[config.mk]
export PLATFORM = sky130hd
export DESIGN_NAME = tx_fifo_wr_arb
export DESIGN_NICKNAME = d
export VERILOG_FILES = /design/src/rtl/tx_fifo_wr_arb.sv
export SDC_FILE = /design/constraint.sdc
export NUM_CORES = 1
export LEC_CHECK = 0
export CORE_AREA = 2 2 86 88
export CTS_BUF_LIST = sky130_fd_sc_hd__clkbuf_8
export DETAILED_ROUTE_END_ITERATION = 10
export DIE_AREA = 0 0 88 90
export PLACE_DENSITY = 0.88
export SLEW_MARGIN = 20
export SYNTH_ARGS = -nofsm -noshare
export SYNTH_HDL_FRONTEND = slang
export SYNTH_SLANG_ARGS = --single-unit
[constraint.sdc]
create_clock -name wr_clk -period 6.2 [get_ports wr_clk]
set_clock_uncertainty 0.1 [all_clocks]
set_input_delay 1.55 -clock wr_clk [delete_from_list [all_inputs] [get_ports wr_clk]]
set_output_delay 1.55 -clock wr_clk [all_outputs]
set_load 0.005 [all_outputs]
[src/rtl/tx_fifo_wr_arb.sv]
// Round-robin arbiter that grants one requester at a time ownership of the TX FIFO
// write port for a whole packet, with a mid-packet idle timeout.
module tx_fifo_wr_arb #(
  parameter int unsigned N_REQ   = 4,
  parameter int unsigned DATA_W  = 32,
  parameter int unsigned TIMEOUT = 16
) (
  input  logic                    wr_clk,
  input  logic                    wr_rst,
  input  logic [N_REQ-1:0]        req_valid,
  input  logic [N_REQ*DATA_W-1:0] req_data,
  input  logic [N_REQ-1:0]        req_last,
  output logic [N_REQ-1:0]        req_ready,
  output logic                    fifo_wr_en,
  output logic [DATA_W-1:0]       fifo_wr_data,
  input  logic                    fifo_full,
  input  logic                    fifo_almost_full,
  output logic [N_REQ-1:0]        grant,
  output logic                    busy,
  output logic                    timeout_err,
  output logic [15:0]             pkt_cnt
);

  localparam int unsigned IdxW = (N_REQ > 1) ? $clog2(N_REQ) : 1;

  typedef enum logic [0:0] {StIdle, StBurst} state_e;

  state_e            state_q, state_d;
  logic [N_REQ-1:0]  grant_q, grant_d;
  logic [IdxW-1:0]   owner_q, owner_d;
  logic [IdxW-1:0]   last_owner_q, last_owner_d;
  logic [7:0]        idle_cnt_q, idle_cnt_d;
  logic [15:0]       pkt_cnt_q, pkt_cnt_d;
  logic              timeout_q, timeout_d;

  logic [DATA_W-1:0] data_arr [N_REQ];
  logic              owner_valid;
  logic              owner_last;
  logic              accept;
  logic [7:0]        idle_inc;
  logic              win_found;
  logic [IdxW-1:0]   win_idx;
  int unsigned       cand;
  logic [IdxW-1:0]   cand_idx;

  always_comb begin
    for (int unsigned i = 0; i < N_REQ; i++) begin
      data_arr[i] = req_data[i*DATA_W +: DATA_W];
    end
  end

  assign owner_valid = req_valid[owner_q];
  assign owner_last  = req_last[owner_q];
  assign accept      = (state_q == StBurst) && owner_valid && !fifo_full;
  assign idle_inc    = idle_cnt_q + 8'd1;

  // Round-robin search starting one past the previous owner, ascending with wrap.
  always_comb begin
    win_found = 1'b0;
    win_idx   = '0;
    cand      = 0;
    cand_idx  = '0;
    for (int unsigned k = 1; k <= N_REQ; k++) begin
      cand     = (32'(last_owner_q) + k) % N_REQ;
      cand_idx = IdxW'(cand);
      if (!win_found && req_valid[cand_idx]) begin
        win_found = 1'b1;
        win_idx   = cand_idx;
      end
    end
  end

  always_ff @(posedge wr_clk or posedge wr_rst) begin
    if (wr_rst) begin
      state_q      <= StIdle;
      grant_q      <= '0;
      owner_q      <= '0;
      last_owner_q <= IdxW'(N_REQ - 1);
      idle_cnt_q   <= '0;
      pkt_cnt_q    <= '0;
      timeout_q    <= 1'b0;
    end else begin
      state_q      <= state_d;
      grant_q      <= grant_d;
      owner_q      <= owner_d;
      last_owner_q <= last_owner_d;
      idle_cnt_q   <= idle_cnt_d;
      pkt_cnt_q    <= pkt_cnt_d;
      timeout_q    <= timeout_d;
    end
  end

  always_comb begin
    state_d      = state_q;
    grant_d      = grant_q;
    owner_d      = owner_q;
    last_owner_d = last_owner_q;
    idle_cnt_d   = idle_cnt_q;
    pkt_cnt_d    = pkt_cnt_q;
    timeout_d    = 1'b0;
    unique case (state_q)
      StIdle: begin
        if (win_found && !fifo_almost_full) begin
          state_d    = StBurst;
          owner_d    = win_idx;
          grant_d    = N_REQ'(1) << win_idx;
          idle_cnt_d = '0;
        end
      end
      StBurst: begin
        if (accept) begin
          idle_cnt_d = '0;
          if (owner_last) begin
            state_d      = StIdle;
            grant_d      = '0;
            last_owner_d = owner_q;
            pkt_cnt_d    = pkt_cnt_q + 16'd1;
          end
        end else if (!owner_valid) begin
          // Stalls on fifo_full with valid high are not idleness.
          if (idle_inc == 8'(TIMEOUT)) begin
            state_d      = StIdle;
            grant_d      = '0;
            last_owner_d = owner_q;
            idle_cnt_d   = '0;
            timeout_d    = 1'b1;
          end else begin
            idle_cnt_d = idle_inc;
          end
        end
      end
      default: state_d = StIdle;
    endcase
  end

  always_comb begin
    busy         = (state_q == StBurst);
    req_ready    = '0;
    fifo_wr_en   = 1'b0;
    fifo_wr_data = data_arr[owner_q];
    if (busy) begin
      req_ready  = fifo_full ? '0 : grant_q;
      fifo_wr_en = accept;
    end
  end

  assign grant       = grant_q;
  assign timeout_err = timeout_q;
  assign pkt_cnt     = pkt_cnt_q;

endmodule

==> flow_summary.toml <==
[run_status]
outcome = "finished, final reports clean"

[placed_design]
dp_hpwl_um = 8480
gp_congestion = 0.865
dp_cells = 509
place_ws_ps = 1270
io_buffers = 198

[route]
detail_route.iter0.violations = 133
route.detailed.drc = 0
drt-total-wl_um = 10200
drtAntennaViolNets = 0
wire_per_inst_um = 19.7
drt_first_pass_iters = 4
viasPerCell = 5.30
vias = 2744

[synth]
syn_area_sq_mm = 0.00261
avgSynthCellArea_sq_um = 11.8
yosys_register_bits = 34
synth_edf_count = 0
ys_types = 43
synth_nets = 364
synth_warnings = 0
synth-async-reset-ratio_pct = 100
postSynthCellCount = 221
ys_dominant_reg_cell = "dfrtp_1"
ys_seq_area_share_pct = 32.7

[pwr]
p_leak_nw = 1.87
max-vdd-ir-drop_mv = 0.170
powerDensity_mw_per_mm2 = 291
design_power_total_mw = 1.39

[finish]
drive_above_1_share_pct = 13.4
register_area_sq_um = 855
fin_nets = 560
multi_input_area_sq_mm = 0.00166
nFillCells = 534
area_delta_synth_final_pct = 82.3
finalNonFillerCells = 518

[sta]
slew_headroom_pct = 44.4
worst_pin_slew_ps = 823
grt_setup_unrepaired = "false"
tns_ps = 0
fin_hold_ws_ps = 387
hold_viol_final = 0
finalCritPeriodShare_pct = 79.6
min_period_ps = 4940
report.final.slew_viol_count = 0
setup_viol = 0
fin_ws_ps = 1260
max_freq_mhz = 203

[run]
maxCapViolations = 0

[clock_network]
post_cts_buffers = 0
holdBufCountCts = 0
clk_pin_slew_worst_paths_ps = 70
cts_tree = "done"
cts-root-buf = "clkbuf_8"
insertion_delay_ps = 290
clock-sinks = 34
ctsLongestPathBuffers = 2
htreeDepth = 2
cts_made_buffers = 5
ctsResizeCount = 0

[setup_path]
worstSetupPathType = "input pin to output port"
crit_path_max_fanout = 6
crit_arrival_ps = 3290
worstPathRequired_ps = 4550
worstSetupStartpointType = "input pin"
cp-end-kind = "output port"

[global_routing]
antenna_found_initial = 2
grt_max_degree = 35
grt_pass1_wl_um = 15500
grtUsageTotal_pct = 26.0
first_global_vias = 2813
grt-ovfl-total = 0

[die]
start_util_pct = 37.2
pin_count = 199
die_height_um = 90
num_rows = 31
die_x_um = 88
core-area_sq_mm = 0.00702
die-area_sq_mm = 0.00792

[min_path]
hp-class = "flip-flop to flip-flop"
[worst paths after layout]
path	startpoint	slack, ps	to	cells after the start
setup / recovery	req_valid[3]	1260	fifo_wr_en	4
hold / removal	pkt_cnt[15]$_DFFE_PP0P_	390	pkt_cnt[15]$_DFFE_PP0P_	1
setup reg to reg	idle_cnt_q[0]$_DFFE_PP0P_	3880	grant[1]$_DFFE_PP0P_	7
hold reg to reg	pkt_cnt[15]$_DFFE_PP0P_	390	pkt_cnt[15]$_DFFE_PP0P_	1
max in group asynchronous	wr_rst	4080	last_owner_q[0]$_DFFE_PP1P_	3
min in group asynchronous	wr_rst	1580	pkt_cnt[10]$_DFFE_PP0P_	3
[stage by stage]
stage,util [%],area (sq um)
floorplan,-,2610
global placement,66.4,4660
detailed placement,66.4,4660
CTS,67.7,4750
global route,67.7,4750
finish,67.7,4750
[critical path, cell delays in order]
cell             delay (ps)
clkdlybuf4s50_1         490
mux4_2                  560
and2_1                  190
clkdlybuf4s50_1         490
[registers in the layout (all words and copies together), names as in the netlist]
| signal | count |
|---|---|
| pkt_cnt | 16 |
| idle_cnt_q | 8 |
| grant | 4 |
| last_owner_q | 2 |
| owner_q | 2 |
| busy | 1 |
| timeout_err | 1 |
[cell usage after synthesis, drive strengths merged (3+ instances only)]
master	number	area, sq um
nand2b	4	25.0
nand4	4	25.0
and4	5	46.3
nand3	7	35.0
nand2	20	75.1
a22o	5	43.8
dfrtp	32	801
ha	3	37.5
a21oi	7	38.8
and3	4	25.0
mux4	34	766
nor2	15	58.8
buf	9	66.3
and2	7	43.8
nor2b	5	31.3
inv	5	18.8
o21ai	13	72.6
xor2	6	52.6
xnor2	11	96.3
clkbuf	3	11.3
[layer usage]
metal | vias to the layer above | part of all wire [%] | GRT usage (%)
met2 | 132 | 50 | 44.4
met4 | 2 | 2.2 | 6.79
met1 | 1333 | 39 | 31.5
met3 | 26 | 9.1 | 7.71
met5 | - | 0.16 | 0
li1 | 1251 | - | -
[cells in the final DEF (no fill, tap or decap), types with 3 or more instances in the layout]
cell,count
and3_1,4
xor2_1,6
nor2b_1,5
mux4_2,34
nand2b_1,4
o21ai_0,11
and4_1,4
clkbuf_8,6
clkdlybuf4s50_1,198
inv_1,6
xnor2_1,11
nand3_1,7
dfrtp_1,31
nand2_1,20
a22o_1,5
a21oi_1,6
buf_4,3
ha_1,3
and2_1,7
nor2_1,14
nand4_1,4
[layout make-up]
class,instances,share of cell area [%]
Timing Repair Buffer,201,42.2
Multi-Input combinational cell,170,34.9
Sequential cell,34,18.0
Tap cell,99,2.61
Clock buffer,6,1.74
Inverter,5,0.395
Clock inverter,2,0.184
Antenna cell,1,0.0526
[power by group]
group	internal (mW)	switching, mW	total, mW
Clock	0.0879	0.0781	0.166
Sequential	0.267	0.0656	0.333
Combinational	0.554	0.332	0.887
Total	0.909	0.476	1.39
[cell families after synthesis]
kind of cell	share of synthesized area, %
AOI/OAI and AO/OA	9.45
adders and majority gates	1.44
and+or+nand+nor	15.9
DFF	32.7
muxes	31.1
buffers and inverters	3.69
xor gates and xnor gates	5.71
(Power assumes the default switching activity.)
